## src/rtl/io_pkg.sv

```systemverilog
// io_pkg: constants shared between the I/O initiator and the memory-mapped
// responder it drives.
//   BUS_RD / BUS_WR / BUS_IDLE : encodings of the responder write_select input
//   MEM_DEPTH_DEF              : default responder depth in words
//   state_t + ST_*             : initiator FSM state encoding
package io_pkg;

  localparam logic [1:0] BUS_RD   = 2'b00;
  localparam logic [1:0] BUS_WR   = 2'b01;
  localparam logic [1:0] BUS_IDLE = 2'b10;

  localparam int MEM_DEPTH_DEF = 256;

  typedef logic [2:0] state_t;

  localparam state_t ST_IDLE     = 3'd0;
  localparam state_t ST_WR_BEAT  = 3'd1;
  localparam state_t ST_RD_ISSUE = 3'd2;
  localparam state_t ST_RD_WAIT  = 3'd3;
  localparam state_t ST_RD_HOLD  = 3'd4;
  localparam state_t ST_DONE     = 3'd5;

endpackage

```

## src/rtl/io_initiator.sv

```systemverilog
// io_initiator: burst bus master for the memory-mapped I/O responder.
// Ports:
//   clk, reset                    single clock, synchronous active-high reset
//   cmd_valid/ready/write/addr/len burst command (beats = cmd_len+1)
//   wr_valid/ready/data           write beat stream in
//   rd_valid/ready/data           read beat stream out
//   done, err                     one-cycle pulses: burst complete / command rejected
//   busy                          FSM not in IDLE
//   bus_address/wdata/write_select  responder inputs (registered)
//   bus_rdata, bus_status         responder outputs
//   last_status                   bus_status captured on the latest read beat
module io_initiator
  import io_pkg::*;
#(
  parameter int ADDR_W    = 32,
  parameter int DATA_W    = 32,
  parameter int MEM_DEPTH = MEM_DEPTH_DEF,
  parameter int READ_WAIT = 1,
  parameter int LEN_W     = 4
) (
  input  logic              clk,
  input  logic              reset,
  input  logic              cmd_valid,
  output logic              cmd_ready,
  input  logic              cmd_write,
  input  logic [ADDR_W-1:0] cmd_addr,
  input  logic [LEN_W-1:0]  cmd_len,
  input  logic              wr_valid,
  output logic              wr_ready,
  input  logic [DATA_W-1:0] wr_data,
  output logic              rd_valid,
  input  logic              rd_ready,
  output logic [DATA_W-1:0] rd_data,
  output logic              done,
  output logic              err,
  output logic              busy,
  output logic [ADDR_W-1:0] bus_address,
  output logic [DATA_W-1:0] bus_wdata,
  output logic [1:0]        bus_write_select,
  input  logic [DATA_W-1:0] bus_rdata,
  input  logic [7:0]        bus_status,
  output logic [7:0]        last_status
);

  localparam int WCNT_W = $clog2(READ_WAIT + 1);
  localparam logic [ADDR_W:0]   DEPTH_LIM = (ADDR_W + 1)'(MEM_DEPTH);
  localparam logic [WCNT_W-1:0] WAIT_LAST = WCNT_W'(READ_WAIT);

  state_t              state_q, state_d;
  logic [ADDR_W-1:0]   bus_addr_q, bus_addr_d;
  logic [ADDR_W-1:0]   ptr_q, ptr_d;        // address of the next write beat
  logic [DATA_W-1:0]   wdata_q, wdata_d;
  logic [1:0]          sel_q, sel_d;
  logic [DATA_W-1:0]   rd_data_q, rd_data_d;
  logic [7:0]          status_q, status_d;
  logic                rd_valid_q, rd_valid_d;
  logic                done_q, done_d;
  logic                err_q, err_d;
  logic [LEN_W-1:0]    beats_q, beats_d;    // beats remaining after the current one
  logic [WCNT_W-1:0]   wcnt_q, wcnt_d;      // cycles the current read has been on the bus

  // Last word address of the requested burst, one bit wider than the bus so
  // a command near the top of the address space cannot wrap into range.
  logic [ADDR_W:0]     cmd_end;
  logic                cmd_bad;

  assign cmd_end = {1'b0, cmd_addr} + {{(ADDR_W + 1 - LEN_W){1'b0}}, cmd_len};
  assign cmd_bad = (cmd_end >= DEPTH_LIM);

  assign cmd_ready = (state_q == ST_IDLE);
  assign wr_ready  = (state_q == ST_WR_BEAT);
  assign busy      = (state_q != ST_IDLE);

  assign bus_address      = bus_addr_q;
  assign bus_wdata        = wdata_q;
  assign bus_write_select = sel_q;
  assign rd_data          = rd_data_q;
  assign rd_valid         = rd_valid_q;
  assign last_status      = status_q;
  assign done             = done_q;
  assign err              = err_q;

  always_comb begin
    state_d    = state_q;
    bus_addr_d = bus_addr_q;
    ptr_d      = ptr_q;
    wdata_d    = wdata_q;
    sel_d      = sel_q;
    rd_data_d  = rd_data_q;
    status_d   = status_q;
    rd_valid_d = rd_valid_q;
    beats_d    = beats_q;
    wcnt_d     = wcnt_q;
    done_d     = 1'b0;
    err_d      = 1'b0;

    case (state_q)
      ST_IDLE: begin
        sel_d = BUS_IDLE;
        if (cmd_valid) begin
          if (cmd_bad) begin
            // Rejected commands never touch the bus.
            err_d = 1'b1;
          end else begin
            bus_addr_d = cmd_addr;
            ptr_d      = cmd_addr;
            beats_d    = cmd_len;
            if (cmd_write) begin
              state_d = ST_WR_BEAT;
            end else begin
              // First read goes on the bus the very next cycle.
              state_d = ST_RD_ISSUE;
              sel_d   = BUS_RD;
              wcnt_d  = WCNT_W'(1);
            end
          end
        end
      end

      ST_WR_BEAT: begin
        sel_d = BUS_IDLE;
        if (wr_valid) begin
          // The accepted beat is presented for exactly the next cycle; the
          // pointer runs ahead so back-to-back beats need no bubble.
          sel_d      = BUS_WR;
          bus_addr_d = ptr_q;
          wdata_d    = wr_data;
          ptr_d      = ptr_q + ADDR_W'(1);
          if (beats_q == '0) begin
            state_d = ST_DONE;
            done_d  = 1'b1;
          end else begin
            beats_d = beats_q - LEN_W'(1);
          end
        end
      end

      ST_RD_ISSUE, ST_RD_WAIT: begin
        sel_d = BUS_RD;
        if (wcnt_q == WAIT_LAST) begin
          // Responder output has settled for READ_WAIT cycles: capture it.
          rd_data_d  = bus_rdata;
          status_d   = bus_status;
          rd_valid_d = 1'b1;
          sel_d      = BUS_IDLE;
          state_d    = ST_RD_HOLD;
        end else begin
          wcnt_d  = wcnt_q + WCNT_W'(1);
          state_d = ST_RD_WAIT;
        end
      end

      ST_RD_HOLD: begin
        sel_d = BUS_IDLE;
        if (rd_ready) begin
          rd_valid_d = 1'b0;
          bus_addr_d = bus_addr_q + ADDR_W'(1);
          if (beats_q == '0) begin
            state_d = ST_DONE;
            done_d  = 1'b1;
          end else begin
            beats_d = beats_q - LEN_W'(1);
            sel_d   = BUS_RD;
            wcnt_d  = WCNT_W'(1);
            state_d = ST_RD_ISSUE;
          end
        end
      end

      ST_DONE: begin
        sel_d   = BUS_IDLE;
        state_d = ST_IDLE;
      end

      default: begin
        sel_d   = BUS_IDLE;
        state_d = ST_IDLE;
      end
    endcase
  end

  always_ff @(posedge clk) begin
    if (reset) begin
      state_q    <= ST_IDLE;
      bus_addr_q <= '0;
      ptr_q      <= '0;
      wdata_q    <= '0;
      sel_q      <= BUS_IDLE;
      rd_data_q  <= '0;
      status_q   <= '0;
      rd_valid_q <= 1'b0;
      done_q     <= 1'b0;
      err_q      <= 1'b0;
      beats_q    <= '0;
      wcnt_q     <= '0;
    end else begin
      state_q    <= state_d;
      bus_addr_q <= bus_addr_d;
      ptr_q      <= ptr_d;
      wdata_q    <= wdata_d;
      sel_q      <= sel_d;
      rd_data_q  <= rd_data_d;
      status_q   <= status_d;
      rd_valid_q <= rd_valid_d;
      done_q     <= done_d;
      err_q      <= err_d;
      beats_q    <= beats_d;
      wcnt_q     <= wcnt_d;
    end
  end

endmodule

```

## config.mk

```make
export PLATFORM = sky130hd
export DESIGN_NAME = io_initiator
export DESIGN_NICKNAME = d
export VERILOG_FILES = /design/src/rtl/io_pkg.sv /design/src/rtl/io_initiator.sv
export SDC_FILE = /design/constraint.sdc
export NUM_CORES = 1
export LEC_CHECK = 0
export ABC_AREA = 0
export ABC_CLOCK_PERIOD_IN_PS = 4000
export CAP_MARGIN = 25
export CORE_MARGIN = 2
export CORE_UTILIZATION = 30
export CTS_BUF_LIST = sky130_fd_sc_hd__clkbuf_8
export DETAILED_ROUTE_END_ITERATION = 6
export GPL_ROUTABILITY_DRIVEN = 1
export GPL_TIMING_DRIVEN = 0
export PLACE_DENSITY_LB_ADDON = 0.08
export SKIP_LAST_GASP = 1
export SLEW_MARGIN = 20
export SYNTH_ARGS = -nofsm -noshare
export SYNTH_HDL_FRONTEND = slang
export SYNTH_SLANG_ARGS = --single-unit
```

## constraint.sdc

```tcl
create_clock -name clk -period 4 [get_ports clk]
set_input_delay 0.6 -clock clk [delete_from_list [all_inputs] [get_ports clk]]
set_output_delay 0.6 -clock clk [all_outputs]
set_load 0.1 [all_outputs]
```

# Yosys cells after proc, flatten, opt, wreduce, memory -nomap -nowiden
# Index checks and enable logic that the tools add are counted.
[totals] reg_bits=149 inputBits=114 out_inout_bits=112 elab_cells=93
[classes] n_addsub=5 order_cmp=1 n_eq_ne=12 mux=45 n_bitwise=2 n_reduce_logical=16
[ops] cell="32-bit 2-to-1 mux" count=5
[ops] cell="32-bit one-hot mux with 3 select lines" count=1
[ops] cell="32-bit by 1-bit adder with 32-bit output (second input constant)" count=2
[ops] cell="32-bit one-hot mux with 2 select lines" count=1
[ops] cell="32-bit by 4-bit adder with 33-bit output" count=1
[ops] cell="33-bit by 9-bit greater-or-equal comparator with 1-bit output (second input constant)" count=1
[ops] cell="3-bit 2-to-1 mux" count=7
[ops] cell="4-bit 2-to-1 mux" count=5
[ops] cell="2-bit 2-to-1 mux" count=8
[ops] cell="2-bit != test (second input constant)" count=7
[ops] cell="1-bit 2-to-1 mux" count=12
[ops] cell="3-bit one-hot mux with 4 select lines" count=1
[ops] cell="4-bit one-hot mux with 3 select lines" count=1
[ops] cell="5-bit AND reduction" count=2
[ops] cell="3-bit nonzero test" count=3
[ops] cell="2-bit one-hot mux with 4 select lines" count=1
[ops] cell="3-bit by 2-bit equality test with 1-bit output (second input constant)" count=2
[ops] cell="6-bit AND reduction" count=1
[ops] cell="4-bit zero test" count=1
[ops] cell="1-bit one-hot mux with 2 select lines" count=2
[ops] cell="2-bit AND reduction" count=2
[ops] cell="4-bit AND reduction" count=1
[ops] cell="2-bit nonzero test" count=2
[ops] cell="4-bit by 1-bit subtractor with 4-bit output (second input constant)" count=1
[ops] cell="10 further kinds" count=11

# Longest topological paths before layout
[depth] depth_word=5 ltp_mapped=12 ltp_nobuf=10

# Worst setup path before layout
# OpenSTA, ideal clock, no wires.
[synth_path] path_kind="register -> register" startpoint="reg state_q[1]" endpoint="reg ptr_q[21]" setup_ns=0.074 t_arrival_ns=3.435 required_time_ns=3.926 path_slack_ns=0.490 path_stages_with_launch=11 path_buffers=2 synth_period_minus_slack_ns=3.510 cell_sequence="dfxtp_1 > clkbuf_1 > nor2_1 > nand2_1 > clkinv_1 > nand2_1 > nor4_1 > nand4_1 > clkbuf_1 > nand2_1 > a31oi_1"
[synth_via] elab_chain_cells=3 word_cells_on_any_way=8 cone_classes="eq/ne (4); mux (1); reduce/logical (3)"
[synth_lines] element="start, declared" line="io_initiator.sv:49" text="state_t state_q, state_d;"
[synth_lines] element="start signal, assigned" line="io_initiator.sv:197" text="state_q <= state_d;"
[synth_lines] element="3-bit zero test *"
[synth_lines] element="net cmd_ready" line="io_initiator.sv:24" text="output logic cmd_ready,"
[synth_lines] element="2-bit != test (no line) or 2-bit nonzero test (tied branches)"
[synth_lines] element="4-bit AND reduction (no line)"
[synth_lines] element="end signal, assigned" line="io_initiator.sv:199" text="ptr_q <= ptr_d;"
[synth_lines] element="end, declared" line="io_initiator.sv:51" text="logic [ADDR_W-1:0] ptr_q, ptr_d;"
# The timed path passes the listed nets; every way through them passes the cells marked *.
# A chain may end at the register's enable or synchronous reset.

# Worst setup path in the final report
[layout_path] startpoint="in cmd_addr[3]" endpoint="reg bus_addr_q[18], in the netlist bus_address[18]"
[layout_via] elab_chain_cells=4
[layout_lines] element="start, declared" line="io_initiator.sv:26" text="input logic [ADDR_W-1:0] cmd_addr,"
[layout_lines] element="32-bit by 4-bit adder with 33-bit output" line="io_initiator.sv:67" text="assign cmd_end = {1'b0, cmd_addr} + {{(ADDR_W + 1 - LEN_W){1'b0}}, cmd_len};"
[layout_lines] element="33-bit by 9-bit greater-or-equal comparator with 1-bit output" line="io_initiator.sv:68" text="assign cmd_bad = (cmd_end >= DEPTH_LIM);"
[layout_lines] element="2-bit != test (no line)"
[layout_lines] element="5-bit AND reduction (no line)"
[layout_lines] element="end signal, assigned" line="io_initiator.sv:198" text="bus_addr_q <= bus_addr_d;"
[layout_lines] element="end, declared" line="io_initiator.sv:50" text="logic [ADDR_W-1:0] bus_addr_q, bus_addr_d;"
# Every way passes these cells.

==> flow_results.org <==
** Run status
- Run status :: finished, violations left
- The final reports fail on design-rule violations.

** Yosys
- After synthesis the netlist holds a flip-flop and latch count of 149.
- Async set or reset register ratio after synthesis :: 0
- For this run, the leading register cell type out of synthesis is dfxtp_1.
- Measured against the total synthesized area, the mux share comes to 0.0148.
- Post-synthesis compound-gate area fraction :: 0.248
- Net count after synthesis :: 1191
- Synth cell types :: 67
- A synthesized cell averages between 7 and 8 µm².
- Xor/xnor cell area share of the yosys netlist :: 0.0205
- Number of flops mapped to enable cells by yosys :: 0
- After synthesis the cells add up to 8110 µm².
- Share of Yosys cell area claimed by the top area cell type :: 0.368
- Cell taking the most area after synthesis :: dfxtp_1
- Yosys attributes the largest share of cell area to dfxtp_1 37%, nand2_1 10%, a21oi_1 8.3%.
- Synthesized netlist cell count :: roughly 1100
- Adder and majority cell fraction of the synthesized area :: 0.0133
- By area, the combinational part of the netlist is dominated by simple AND/OR/NAND/NOR gates.
- Yosys printed 0 warnings.
- Simple logic cell fraction of the synthesized area :: 0.290
- Sequential element share of the synthesized area :: 0.368

** Power
- Summed over all cells, the static leakage comes to 3.72 nW.
- Summed over all nets, the switching power comes to between 0.8 and 0.9 mW.
- Power share of the sequential group :: 0.480
- The share of total power dissipated in combinational logic is 0.094.
- Of the total power, the share spent switching nets is 0.270.
- Max rail drop VDD :: 200 µV
- For this design the ratio of total power to cell area is roughly 280 nW/µm².
- Of the total power, the clock network draws 0.426.
- The internal power of the cells totals about 2.3 mW.

** STA
- The final hold violation count came to 0.
- The worst path meets setup with 0.146 ns of slack.
- For the pin with the worst max-slew slack, the measured transition is 1.02 ns.
- Counting I/O delays and the setup requirement, the final critical path takes between 3 and 4 ns.
- For this run, the top clock speed supported by timing is ~260 MHz.
- Setup repair after global routing could not meet its margin everywhere.
- In this run the tightest slew margin relative to its limit is 0.317.
- For the final database, setup skew stands at 0.0242 ns.
- Fin crit share :: 0.964
- Setup violations remaining at the end of the flow were counted as 0.
- Max-slew violations :: 0

** Detailed routing
- The final route contains 9266 vias.
- The first detailed-routing pass ran for 7 iterations.
- Remaining antenna violation count after routing :: 0
- After detailed routing, the average wire length per cell comes to between 20 and 25 µm.
- Number of DRC violations after detailed-routing iteration 0 :: 811
- Using the TritonRoute via totals, the vias-per-cell ratio works out to 5.56.
- After detailed routing, the total wire length is 34.2 mm.
- After detailed routing, the number of remaining DRC violations is 2.

** Layout
- Non-filler instance count after layout :: 1667
- Summing all non-filler instances in the final layout gives an area of between 10000 and 15000 µm².
- Diodes inserted :: 0
- The library cell used most frequently in the layout, excluding fill and tap cells, is nand2_1.
- In the layout the commonest cells are 226 x nand2_1, 219 x clkdlybuf4s50_1, 149 x dfxtp_1, 134 x a21oi_1.
- Post-synthesis to final-layout area growth :: 38.2%
- In the final design database the tool counted 1436 nets.
- Share of cells above drive strength 1 :: 0.0543

** Clocking
- Number of sinks driven by the clock tree :: 149
- The number of hold buffers added after CTS was 0.
- In this run the deepest clock path goes through 2 buffers.
- Clk slew on worst S/H paths :: around 0.090 ns
- Clock tree synthesis selected as its root buffer the cell clkbuf_8.
- CTS built an H-tree with a depth of 4.
- In this run, CTS created clock tree buffers numbering 17.
- The clock reaches the later pin of the worst-skew pair after about 0.48 ns.
- TritonCTS built the clock tree.

** GRT
- Total overflow reported by the global router :: 0
- The first global-routing pass estimated roughly 52 mm of wire.
- Number of global-route vias before repair :: 8635
- In the global route stage, overall resource usage came out at 0.239.
- Pin count of the biggest net entering global routing :: 17
- The initial antenna violation count came to 1.

** Placement
- The placed instances occupy a cell area of 10800 µm².
- Cell count after placement :: 1631
- Placed wire-length estimate after detailed placement :: 25.3 mm
- Final Wtd Congestion :: 0.956
- At the placement stage, the worst setup path has a slack of -0.636 ns.
- Count of input and output buffers :: 221

** Floorplan
- In this run the core area contains 60 standard-cell rows.
- Die extent in x :: 168 µm
- For this configuration, the core starts out at a cell density of 0.304.
- The core region is around 27000 µm².
- In this run the vertical extent of the chip is approximately 170 µm.
- 226 I/O pins were placed.
- Die area :: 28400 µm²

** Run
- Across the run, the number of max-cap violations was 0.

** Critical path
- Capturing element type of the critical path :: register
- STA classifies the critical path startpoint as an input port.
- Data required time at the worst endpoint :: 4.35 ns
- WS Path Type :: input port to register
- Worst Path Arrival :: 4.21 ns
- Of all nets on the critical path, the largest fanout is 10.

** Hold path
- Min-delay worst type :: register to register
## worst max-delay path: stages
cell	delay, ns
clkdlybuf4s50_1	0.53
ha_1	0.38
a21oi_1	0.40
o22a_1	0.46
nor3_1	0.12
a31oi_1	0.49
nor4_1	0.14
nand4_1	0.16
clkbuf_1	0.51
a21oi_1	0.15
o221a_2	0.26
## kinds of logic after synthesis
family,after synthesis
XOR/XNOR,19
AO/OA/AOI/OAI,299
AND/OR/NAND/NOR,491
buffers and inverters,91
multiplexers,12
adder cells (fa/ha/maj),8
flip-flops,149
## cell usage after synthesis (all sizes together), types with 3 or more instances
master and count:
or3 5, dfxtp 149, o31a 3, nor3 38, and2 13, buf 13
nor4 14, a22o 5, a22oi 3, a32oi 5, o31ai 8, a31oi 13
o22ai 5, xnor2 7, nor3b 8, nand4 23, and4b 3, a21o 3
o221a 3, a21oi 134, mux2i 12, and3 23, nor2 60, o32ai 10
a221oi 22, a211oi 19, nand3 50, inv 16, nor2b 5, or4 3
and4 14, ha 7, xor2 12, a222oi 5, clkbuf 60, nand2 226
o21ai 38, a32o 6
## power groups by stage
stage | logic, mW | clock network, mW | registers (mW)
finish | 0.291 | 1.32 | 1.48
global route | 0.310 | 1.41 | 1.48
CTS | 0.288 | 1.34 | 1.48
detailed placement | 0.287 | 0 | 1.52
global placement | 0.287 | 0 | 1.52
floorplan | 0.0977 | 0 | 1.52
## flip-flops by register name, summed over array words and instances (netlist names)
signal / flops
beats_q: 4
bus_address: 32
bus_wdata: 32
bus_write_select: 2
done: 1
err: 1
last_status: 8
ptr_q: 32
rd_data: 32
rd_valid: 1
state_q: 3
wcnt_q: 1
## cell type report
type | instances | area (µm²)
multi-input combinational | 829 | 4760
timing repair buffer | 226 | 2250
inverter | 18 | 67.6
clock inverter | 14 | 190
tap | 341 | 427
clock buffer | 17 | 234
sequential | 149 | 2980
fill | 2796 | 15500
buffer | 73 | 302
## what timing repair did
item	4_1_cts	5_1_grt
gates resized for setup	1	4
cloned	0	0
buffers inserted	3	2
pin swaps	1	3
setup endpoints to repair	18	64
## per-layer routing
layer  vias to the layer above  global-route usage  wire (µm)
met5                         -                   0          8
met4                         2              0.0832        866
met3                        52              0.0555       3100
met2                       440               0.360      14900
met1                      4368               0.333      15300
li1                       4404                   -          -
## metrics by stage
step           hold slack (ns)  power [mW]  setup TNS (ns)  utilization
2_1_floorplan            0.454        1.62               0            -
3_3_place_gp             0.441        1.81          -28.59        0.402
3_5_place_dp             0.446        1.80          -28.65        0.402
4_1_cts                  0.458        3.11          -0.139        0.419
5_1_grt                  0.475        3.20        -0.00486        0.420
6_report                 0.455        3.09               0        0.420
## final timing paths
kind | endpoint | startpoint | cells past startpoint | slack, ns
worst min-delay path | last_status[7] | last_status[7] | 2 | 0.46
worst max-delay path | bus_address[18] | cmd_addr[3] | 11 | 0.15
worst max register to register | bus_address[25] | state_q[1] | 9 | 0.93
worst min register to register | last_status[7] | last_status[7] | 2 | 0.46
Note: power is estimated with default switching activity, not from simulation.
